<file path="src/rtl/hazard_pipe_tracker_pkg.sv">
// rtl/hazard_pipe_tracker_pkg.sv - shared processor constants and stage record types
package hazard_pipe_tracker_pkg;

    // Forwarding select encodings for the EX operand muxes
    localparam logic [1:0] NO_FWD          = 2'b00;
    localparam logic [1:0] FWD_FROM_EX_MEM = 2'b01;
    localparam logic [1:0] FWD_FROM_MEM_WB = 2'b10;

    // Store-width funct3 codes
    localparam logic [2:0] SB = 3'b000;
    localparam logic [2:0] SH = 3'b001;
    localparam logic [2:0] SW = 3'b010;

    // Register-specifier width of the reference core
    localparam int PKG_REG_W = 5;

    // Destination-tracking record carried down the pipe
    typedef struct packed {
        logic [PKG_REG_W-1:0] rw;
        logic                 we;
        logic                 ld;
    } stage_t;

    // A bubble writes nothing and loads nothing
    localparam stage_t BUBBLE_STAGE = '{rw: '0, we: 1'b0, ld: 1'b0};

endpackage

</file>
<file path="src/rtl/hazard_pipe_tracker_stage_reg.sv">
// rtl/hazard_pipe_tracker_stage_reg.sv - one pipeline stage register with enable and bubble load
module pipe_stage_reg #(
    parameter int           W      = 8,
    parameter logic [W-1:0] BUBBLE = '0
) (
    input  logic         clk,
    input  logic         rst_n,
    input  logic         en,
    input  logic         load_bubble,
    input  logic [W-1:0] d,
    output logic [W-1:0] q
);

    logic [W-1:0] stage_q;
    logic [W-1:0] stage_d;

    // Next value: freeze when disabled, otherwise capture a bubble or the incoming data
    always_comb begin
        stage_d = stage_q;
        if (en) begin
            stage_d = load_bubble ? BUBBLE : d;
        end
    end

    // Stage storage, cleared to a bubble on reset
    always_ff @(posedge clk or negedge rst_n) begin
        if (!rst_n) begin
            stage_q <= BUBBLE;
        end else begin
            stage_q <= stage_d;
        end
    end

    assign q = stage_q;

endmodule

</file>
<file path="src/rtl/hazard_pipe_tracker.sv">
// rtl/hazard_pipe_tracker.sv - destination/forwarding tracking through ID/EX, EX/MEM, MEM/WB
module hazard_pipe_tracker
    import hazard_pipe_tracker_pkg::*;
#(
    parameter int REG_W = 5,
    parameter int CNT_W = 16
) (
    input  logic             clk,
    input  logic             rst_n,
    input  logic             hold,
    input  logic             flush,
    input  logic             stall_id,
    input  logic             id_valid,
    input  logic [REG_W-1:0] id_rw,
    input  logic             id_we,
    input  logic             id_ld,
    input  logic [1:0]       op_a_sel_id,
    input  logic [1:0]       op_b_sel_id,
    output logic [REG_W-1:0] rw_id_ex,
    output logic             we_id_ex,
    output logic             ld_id_ex,
    output logic [REG_W-1:0] rw_ex_mem,
    output logic             we_ex_mem,
    output logic [REG_W-1:0] rw_mem_wb,
    output logic             we_mem_wb,
    output logic [1:0]       op_a_sel_ex,
    output logic [1:0]       op_b_sel_ex,
    input  logic             clr_count,
    output logic [CNT_W-1:0] bubble_count
);

    localparam int IDEX_W = REG_W + 6;
    localparam int DST_W  = REG_W + 1;
    localparam logic [IDEX_W-1:0] IDEX_BUBBLE = {{(REG_W + 2){1'b0}}, NO_FWD, NO_FWD};

    logic              en;
    logic              id_bubble;
    logic              we_cap;
    logic              ld_cap;
    logic [IDEX_W-1:0] id_ex_d;
    logic [IDEX_W-1:0] id_ex_q;
    logic [DST_W-1:0]  ex_mem_q;
    logic [DST_W-1:0]  mem_wb_q;
    logic [CNT_W-1:0]  bubble_count_q;
    logic [CNT_W-1:0]  bubble_count_d;

    assign en        = ~hold;
    assign id_bubble = flush | stall_id | ~id_valid;

    // R0 never forwards, and a load only matters if it writes
    always_comb begin
        we_cap  = id_we & (id_rw != '0);
        ld_cap  = id_ld & we_cap;
        id_ex_d = {id_rw, we_cap, ld_cap, op_a_sel_id, op_b_sel_id};
    end

    pipe_stage_reg #(.W(IDEX_W), .BUBBLE(IDEX_BUBBLE)) u_id_ex (
        .clk(clk), .rst_n(rst_n), .en(en), .load_bubble(id_bubble),
        .d(id_ex_d), .q(id_ex_q)
    );

    pipe_stage_reg #(.W(DST_W), .BUBBLE('0)) u_ex_mem (
        .clk(clk), .rst_n(rst_n), .en(en), .load_bubble(1'b0),
        .d(id_ex_q[IDEX_W-1 -: DST_W]), .q(ex_mem_q)
    );

    pipe_stage_reg #(.W(DST_W), .BUBBLE('0)) u_mem_wb (
        .clk(clk), .rst_n(rst_n), .en(en), .load_bubble(1'b0),
        .d(ex_mem_q), .q(mem_wb_q)
    );

    // Bubble counter: clear wins even under hold, increments saturate at all-ones
    always_comb begin
        bubble_count_d = bubble_count_q;
        if (clr_count) begin
            bubble_count_d = '0;
        end else if (!hold && stall_id && !flush && (bubble_count_q != '1)) begin
            bubble_count_d = bubble_count_q + 1'b1;
        end
    end

    // Bubble counter storage
    always_ff @(posedge clk or negedge rst_n) begin
        if (!rst_n) begin
            bubble_count_q <= '0;
        end else begin
            bubble_count_q <= bubble_count_d;
        end
    end

    assign {rw_id_ex, we_id_ex, ld_id_ex, op_a_sel_ex, op_b_sel_ex} = id_ex_q;
    assign {rw_ex_mem, we_ex_mem} = ex_mem_q;
    assign {rw_mem_wb, we_mem_wb} = mem_wb_q;
    assign bubble_count = bubble_count_q;

endmodule

</file>
<file path="config.mk">
export PLATFORM = sky130hd
export DESIGN_NAME = hazard_pipe_tracker
export DESIGN_NICKNAME = d
export VERILOG_FILES = /design/src/rtl/hazard_pipe_tracker_pkg.sv /design/src/rtl/hazard_pipe_tracker_stage_reg.sv /design/src/rtl/hazard_pipe_tracker.sv
export SDC_FILE = /design/constraint.sdc
export NUM_CORES = 1
export LEC_CHECK = 0
export ABC_AREA = 1
export CAP_MARGIN = 20
export CELL_PAD_IN_SITES_DETAIL_PLACEMENT = 1
export CELL_PAD_IN_SITES_GLOBAL_PLACEMENT = 1
export CORE_MARGIN = 2
export CORE_UTILIZATION = 36
export DETAILED_ROUTE_END_ITERATION = 8
export PLACE_DENSITY_LB_ADDON = 0.1
export SYNTH_ARGS = -nofsm -noshare
export SYNTH_HDL_FRONTEND = slang
export SYNTH_SLANG_ARGS = --single-unit
</file>
<file path="constraint.sdc">
create_clock -name clk -period 2.3 [get_ports clk]
set_input_delay 0.46 -clock clk [delete_from_list [all_inputs] [get_ports clk]]
set_output_delay 0.46 -clock clk [all_outputs]
set_load 0.03 [all_outputs]
</file>
==> results by stage, run 1 <==
Power and ir drop:
- In this run the power density over the cells is 547 mW/mm2.
- The total power after layout is 0.00148 W.
- The maximum ir drop on the vdd rail is 0.300 mV.
- Summed over all cells, the static leakage comes to 1.28 nW.

Worst hold path:
- The min-delay analysis places its worst path in the category in -> async.

Synth:
- The average footprint of a synthesized cell is 7.65 um2.
- The number of warnings reported in the yosys synthesis log is 0.
- The net count after synthesis is 272.
- The synthesized cell area is 0.00193 mm2.
- The synthesized design contains 39 register bits.
- The count of mapped cells out of synthesis is 253.
- Of the synthesized area, sequential elements account for 0.505.
- The number of unique standard cell types used by synthesis is 18.

Place:
- The number of port buffers is 56.
- Summing all placed instances gives a cell area of 0.00259 mm2.
- The pre-CTS setup slack is 0.380 ns.
- The HPWL after detailed placement is 4080 um.
- Routability-driven placement finished with a final weighted congestion of 0.765.

GRT:
- The total track usage is 0.196.
- Summed over all layers, the global routing overflow is 0.
- Entering global routing, the biggest net connects 24 pins.
- The via count of the first global-routing pass was 1961.
- The first-pass GRT wire length is 9360 um.
- The number of antenna violations at the first check in global routing is 0.

Critical path:
- Traced cell by cell, the critical path runs through clkdlybuf4s50_1.
- The number of cells on the worst reg-to-reg path is 9.
- In this design, the stage delay of the slowest critical-path cell is 0.72 ns.
- Of all nets on the critical path, the largest fanout is 7.
- In this run the worst setup path begins at bubble_count[7].
- By startpoint and endpoint, the worst setup path is classified as reg -> out.
- In this run the critical register-to-register path is launched from bubble_count[1].
- The data required time at the worst endpoint is 1.84 ns.
- On the critical path, the stage with the largest delay is an instance of clkdlybuf4s50_1.
- Data on the critical path arrives at its endpoint at 1.48 ns.
- The total buffers and inverters traversed by the critical path is 1.
- The critical path endpoint category is an output port.
- The family with the most delay on the worst path is buffers and inverters.
- The number of stages on the worst setup path is 1.
- The critical path launch point type is a register.

Die:
- The core region is 0.00514 mm2.
- In this run the core area contains 26 standard-cell rows.
- The die width is 77.3 um.
- The area of the die is 0.00598 mm2.
- For this configuration, the core starts out at a cell density of 0.376.
- The I/O pin count is 57.
- The y dimension of the die is 77.3 um.

CTS:
- Buffers inserted during clock tree synthesis total 5.
- Buffers added to address setup during post-CTS repair amount to 0.
- Clock-pin slew was measured on the worst setup and hold paths at 0.09 ns.
- The H-tree generated during clock tree synthesis spans 2 levels.
- Post-CTS repair changed the size of 0 cells.
- The buffer depth of the longest clock path is 2.
- For this design, the CTS-stage hold fixing added 0 buffers.
- The later pin in the worst-skew pair is clocked with a latency of 0.29 ns.
- The tree is rooted in a clkbuf_8.
- The number of sinks driven by the clock tree is 39.
- The TritonCTS clock tree is yes.

Finish:
- Registers take 976 um2.
- The number of nets in the final layout is 335.
- Of the cells placed in the final design, the portion with a size suffix greater than 1 is 0.0662.
- The relative area change from synthesis to final layout is 39.8%.
- The filler cells instantiated in the layout total 659.
- Once layout is done, the placed cells without fillers occupy 0.00271 mm2.
- The antenna diode instance count is 0.
- Summing all multi-input logic gate instances after layout gives 835 um2.
- The most common cell after layout, fill and taps aside is nand2_1.
- Leaving out fill and tap cells, the most frequent cells in the layout are nand2_1 (100), clkdlybuf4s50_1 (55), dfrtp_1 (39).

Routing:
- The violation count after the first detailed-routing iteration is 69.
- The post-detailed-route count of antenna-violating nets is 0.
- In the routed layout, each cell is associated on average with a via count of 4.82.
- The number of vias in the routed layout is 1867.
- The first-pass iteration count of the detailed router is 4.
- After detailed routing, the average wire length per cell comes to 14.1 um.
- The total length of routed wires is 5470 um.
- In the routed design, unresolved DRC markers number 0.

Status:
- The run finished with clean final reports.

STA:
- Of the available clock period, the critical path in the final layout requires 0.842.
- On the final layout, the worst clock skew is 0.00888 ns.
- Based on the critical path, the design can be clocked at up to 517 MHz.
- At the pin with the least slew margin, the transition time is 0.488 ns.
- The count of final max-slew check failures is 0.
- The remaining max-slew budget at the tightest pin is 0.673.
- For the finished layout, the period the worst path requires is 1.94 ns.
- The worst path meets setup with 0.364 ns of slack.
- The count of endpoints failing setup in the final report is 0.
- Setup total negative slack on the finished layout was measured at 0 ns.
- Setup repair after global routing left no endpoint under its margin.
- The count of endpoints failing hold in the final timing report is 0.

Job:
- The tool flagged a number of max-cap violations equal to 0.
-- through the flow --
step | hold WS, ns | util | std cells
after global routing | 0.0966 | 0.526 | 387
after CTS | 0.0788 | 0.526 | 387
after global placement | 0.404 | 0.504 | 379
final | 0.0656 | 0.526 | 387
after floorplan | 0.164 | - | 253
after detailed placement | 0.403 | 0.504 | 379
-- final timing paths --
check,to,slack [ns]
hold reg to reg,u_id_ex.q[3],0.48
min in group clk,u_id_ex.q[3],0.48
setup / recovery,bubble_count[7],0.36
max in group asynchronous,bubble_count[0],1.72
hold / removal,u_id_ex.q[0],0.07
setup reg to reg,bubble_count[7],0.50
-- state kept, by name (all words and copies together), names as in the netlist --
register	cells
bubble_count	16
u_ex_mem.q	6
u_id_ex.q	11
u_mem_wb.q	6
-- cell usage after synthesis --
| cell | instances | share of area |
|---|---|---|
| nand3_1 | 22 | 0.057 |
| clkbuf_1 | 5 | 0.0097 |
| inv_1 | 24 | 0.047 |
| ha_1 | 1 | 0.0065 |
| nor2_1 | 21 | 0.041 |
| o21ai_0 | 18 | 0.047 |
| o21bai_1 | 3 | 0.012 |
| dfrtp_1 | 39 | 0.50 |
| nor3_1 | 1 | 0.0026 |
| nor2_4 | 3 | 0.017 |
| xnor2_1 | 1 | 0.0045 |
| buf_6 | 1 | 0.0058 |
| nand2_1 | 100 | 0.19 |
| xor2_1 | 4 | 0.018 |
| nand2_2 | 1 | 0.0032 |
| nor3b_2 | 1 | 0.0065 |
| nand4_1 | 7 | 0.023 |
| inv_2 | 1 | 0.0019 |
-- per-layer routing --
metal	routed length, um	track usage
met5	0	0
met4	42	0.0482
met3	204	0.0341
met2	2690	0.333
met1	2530	0.259
-- area by class of cell --
cell class	count	share of cell area
multi-input cells	183	0.309
flip-flops and latches	39	0.361
repair buffers	62	0.222
clock buffers	5	0.0254
clock inverters	3	0.0162
well taps	70	0.0324
inverters	25	0.0347
-- cells by family (layout without fill, tap and decap cells) --
family,count (synthesis),after routing,share of synthesized area
AO/OA/AOI/OAI,21,21,0.0582
buffers and inverters,31,95,0.0640
AND/OR/NAND/NOR,156,156,0.344
flip-flops,39,39,0.505
XOR/XNOR,5,5,0.0226
adder cells (fa/ha/maj),1,1,0.00647
-- where the power goes --
part	internal (W)	switching (W)	total, W
Clock	0.000323	0.000256	0.000580
Combinational	0.0000747	0.000108	0.000183
Sequential	0.000704	0.0000124	0.000716
No activity file was read; power rests on OpenSTA's default activity.
==> run 2, diff against run 1 <==
--- a/config.mk
+++ b/config.mk
@@ -10,7 +10,7 @@
 export CELL_PAD_IN_SITES_DETAIL_PLACEMENT = 1
 export CELL_PAD_IN_SITES_GLOBAL_PLACEMENT = 1
 export CORE_MARGIN = 2
-export CORE_UTILIZATION = 36
+export CORE_UTILIZATION = 33
 export DETAILED_ROUTE_END_ITERATION = 8
 export PLACE_DENSITY_LB_ADDON = 0.1
 export SYNTH_ARGS = -nofsm -noshare
==> constraint.sdc (replaced) <==
create_clock -name clk -period 1.9 [get_ports clk]
set_input_delay 0.38 -clock clk [delete_from_list [all_inputs] [get_ports clk]]
set_output_delay 0.38 -clock clk [all_outputs]
set_load 0.03 [all_outputs]
==> run 2 against run 1 <==
  * Via count fell by 0.27%
  * Count of clock-buffer cells in the layout is 1 higher
  * Global-route usage decreased by 0.67 points
  * Routed wire length rose by 1.9%
  * Critical path depth is 1 higher
  * Combinational power up 23%
  * Core utilization is 3.2 points lower
  * Clock skew shrank 0.0054 ns
  * First-iteration DRC count rose by 4.3%
  * Design area increased by 1.8%
  * Hold slack improved by 0.0064 ns
  * Setup slack got worse by 0.30 ns
  * Critical path type unchanged
  * Largest cell class unchanged
==> results by stage, run 2 (same netlist as run 1, synthesis figures left out) <==
Status:
- The flow ran to the end, and the final reports show no timing, DRC or antenna violations.

STA:
- The count of endpoints failing setup in the final report is 0 (unchanged).
- The measured slew at the worst slew-check pin is 0.567 ns (+0.0791 ns).
- The period utilization is 0.965.
- The highest clock frequency the design can meet is 545 MHz.
- Setup repair after global routing left no endpoint under its margin.
- The setup skew after layout came to 0.00350 ns (-0.00538 ns).
- The remaining max-slew budget at the tightest pin is 0.622 (-0.0515).
- The count of final max-slew check failures came to 0 (unchanged).
- The final worst hold slack is 0.0720 ns (+0.00641 ns).
- The worst path needs 1.83 ns of the cycle, external delays included.
- The count of endpoints failing hold in the final timing report was 0 (unchanged).
- The sum of negative setup slack is 0 ns (unchanged).

Die:
- The effective utilization at floorplan is 0.347 (-0.0293).
- The die width is 80.6 um (+4.2%).
- The y dimension of the die is 80.6 um (+4.2%).
- The area of the die is 0.00649 mm2 (+8.6%).
- The area of the placeable core is 0.00557 mm2 (+8.4%).
- The number of standard-cell rows in the floorplan is 27 (+3.8%).
- The I/O pin count was 57 (unchanged).

Finish:
- The most common cell after layout, fill and taps aside is nand2_1.
- The number of fill cells in the layout is 702 (+6.5%).
- The number of flip-flops under the largest register name is 16 (unchanged).
- The antenna diode instance count is 0 (unchanged).
- The share of layout cells above drive strength 1 is 0.0779 (+0.0116).
- Relative to the synthesized area, the layout overhead comes to 42.3%.
- Leaving out fill and tap cells, the most frequent cells in the layout are nand2_1 (100), clkdlybuf4s50_1 (51), dfrtp_1 (39).
- The final core utilization is 0.494 (-0.0325).
- The number of nets in the final layout is 339 (+1.2%).
- The final cell area excluding filler cells is 0.00275 mm2 (+1.8%).

CTS:
- The master cell of the clock root buffer is clkbuf_8.
- The deepest level of the CTS H-tree came to 2 (unchanged).
- The number of sinks driven by the clock tree was 39 (unchanged).
- The clock transition time at the flip-flop clock pins of the worst setup and hold paths is 0.08 ns (about the same).
- The TritonCTS clock tree is yes.
- The clock latency on the worst-skew pair is 0.29 ns (about the same).
- The hold-fix buffer count after cts came to 0 (unchanged).
- The total CTS buffers is 5 (unchanged).
- The buffer depth of the longest clock path is 2 (unchanged).

Power and ir drop:
- The areal power density over the cells is 669 mW/mm2 (+22%).
- The leakage power came to 1.37 nW (+6.5%).
- The maximum ir drop on the vdd rail came to 0.288 mV (-4.1%).

Place:
- The placer congestion estimate is 0.809 (+5.8%).
- The cell area reported after detailed placement is 0.00263 mm2 (+1.3%).
- The number of port buffers came to 56 (unchanged).
- The HPWL after detailed placement is 4170 um (+2.1%).

Routing:
- The routed wire length per instance was 14.2 um (+0.35%).
- The first-pass iteration count of the detailed router is 4 (unchanged).
- The number of vias per cell after detailed routing is 4.74 (-1.8%).
- The remaining routing DRC violations is 0 (unchanged).
- The post-detailed-route count of antenna-violating nets was 0 (unchanged).
- The violation count after the first detailed-routing iteration is 72 (+4.3%).
- The total length of routed wires is 5580 um (+1.9%).
- The number of vias in the routed layout is 1862 (-0.27%).

GRT:
- The number of antenna violations at the first check in global routing came to 0 (unchanged).
- The via count of the first global-routing pass is 1896 (-3.3%).
- The total track usage is 0.189 (-0.00670).
- The first-pass GRT wire length came to 9490 um (+1.4%).
- The largest net degree at the start of global routing is 26 (+8.3%).
- The total grt overflow is 0 (unchanged).

Critical path:
- The total buffers and inverters traversed by the critical path is 2 (+1).
- The number of cells on the worst reg-to-reg path came to 9 (unchanged).
- The critical path launch point type is a register.
- Tracing the worst setup path back leads to its startpoint at bubble_count[1].
- The reg2reg setup slack is 0.18 ns (-0.32 ns).
- The largest stage delay on the critical path is 0.66 ns (-0.06 ns).
- The critical path endpoint category is an output port.
- The slowest cell on the critical path is clkdlybuf4s50_1.
- The largest fanout on the critical path came to 4 (-3).
- Walking the worst path, the cells encountered are buf_4, clkdlybuf4s50_1.
- The endpoint identified for the worst register-to-register timing path is bubble_count[11].
- The number of stages on the worst setup path was 2 (+1).
- The launch point of the worst reg-to-reg path is bubble_count[0].
- The data required time at the worst endpoint came to 1.52 ns (-0.32 ns).
- The end point of the critical path is bubble_count[1].
- The data arrival at the endpoint of the critical path was 1.45 ns (-0.03 ns).
- The family with the most delay on the worst path is buffers and inverters.
- The critical path is of the reg -> out type.

Job:
- The max-capacitance violation count is 0 (unchanged).

Worst hold path:
- The type of the tightest min-delay check is in -> async.
==> run 2: worst reg2reg max path: stages (launching register included) <==
cell     delay, ns
dfrtp_1       0.41
ha_1          0.23
nand2_1       0.08
nor2_1        0.15
nand2_2       0.13
nor2_4        0.15
nor2_4        0.08
nor2_4        0.26
nand2_1       0.09
nand2_1       0.08
==> run 2: cell type report <==
type,instances,area [um2],area share
clock inverters,2,38.8,0.0141
clock buffers,6,82.6,0.0300
inverters,25,93.8,0.0341
flip-flops and latches,39,976,0.355
multi-input cells,183,835,0.303
repair buffers,66,637,0.231
well taps,72,90.1,0.0327
==> run 2: worst min path at each step <==
| stage | startpoint | end | slack (ns) | cells after the start |
|---|---|---|---|---|
| final | rst_n | u_id_ex.q[3] | 0.07 | 1 |
| after global routing | rst_n | u_id_ex.q[3] | 0.11 | 1 |
| after CTS | rst_n | u_id_ex.q[3] | 0.08 | 1 |
| after detailed placement | rst_n | u_id_ex.q[3] | 0.40 | 1 |
| after global placement | rst_n | u_id_ex.q[3] | 0.40 | 1 |
| after floorplan | rst_n | bubble_count[0] | 0.08 | 0 |
==> run 2: metrics by stage <==
| step | cells | setup WS [ns] | total power, W |
|---|---|---|---|
| after floorplan | 253 | 0.221 | 0.000980 |
| after global placement | 385 | 0.106 | 0.00111 |
| after detailed placement | 385 | 0.104 | 0.00111 |
| after CTS | 393 | 0.0295 | 0.00186 |
| after global routing | 393 | 0.00875 | 0.00192 |
| final | 393 | 0.0667 | 0.00184 |
==> run 2: report_power, final <==
part | leakage (nW) | switching, W | internal, W
registers | 0.539 | 0.0000151 | 0.000852
logic | 0.765 | 0.000131 | 0.0000933
clock network | 0.0618 | 0.000318 | 0.000432
total | 1.37 | 0.000465 | 0.00138
==> run 2: timing repair <==
item / CTS / global route
setup buffers: 0 / 0
pin swaps: 0 / 0
endpoints found under the hold margin: 0 / 0
gates resized for setup: 1 / 4
endpoints found under the setup margin: 1 / 4
==> run 2: metal layers <==
layer,part of all wire,GRT usage
met1,0.54,0.286
met2,0.42,0.278
met3,0.033,0.0382
met4,0.0086,0.0407
met5,0,0
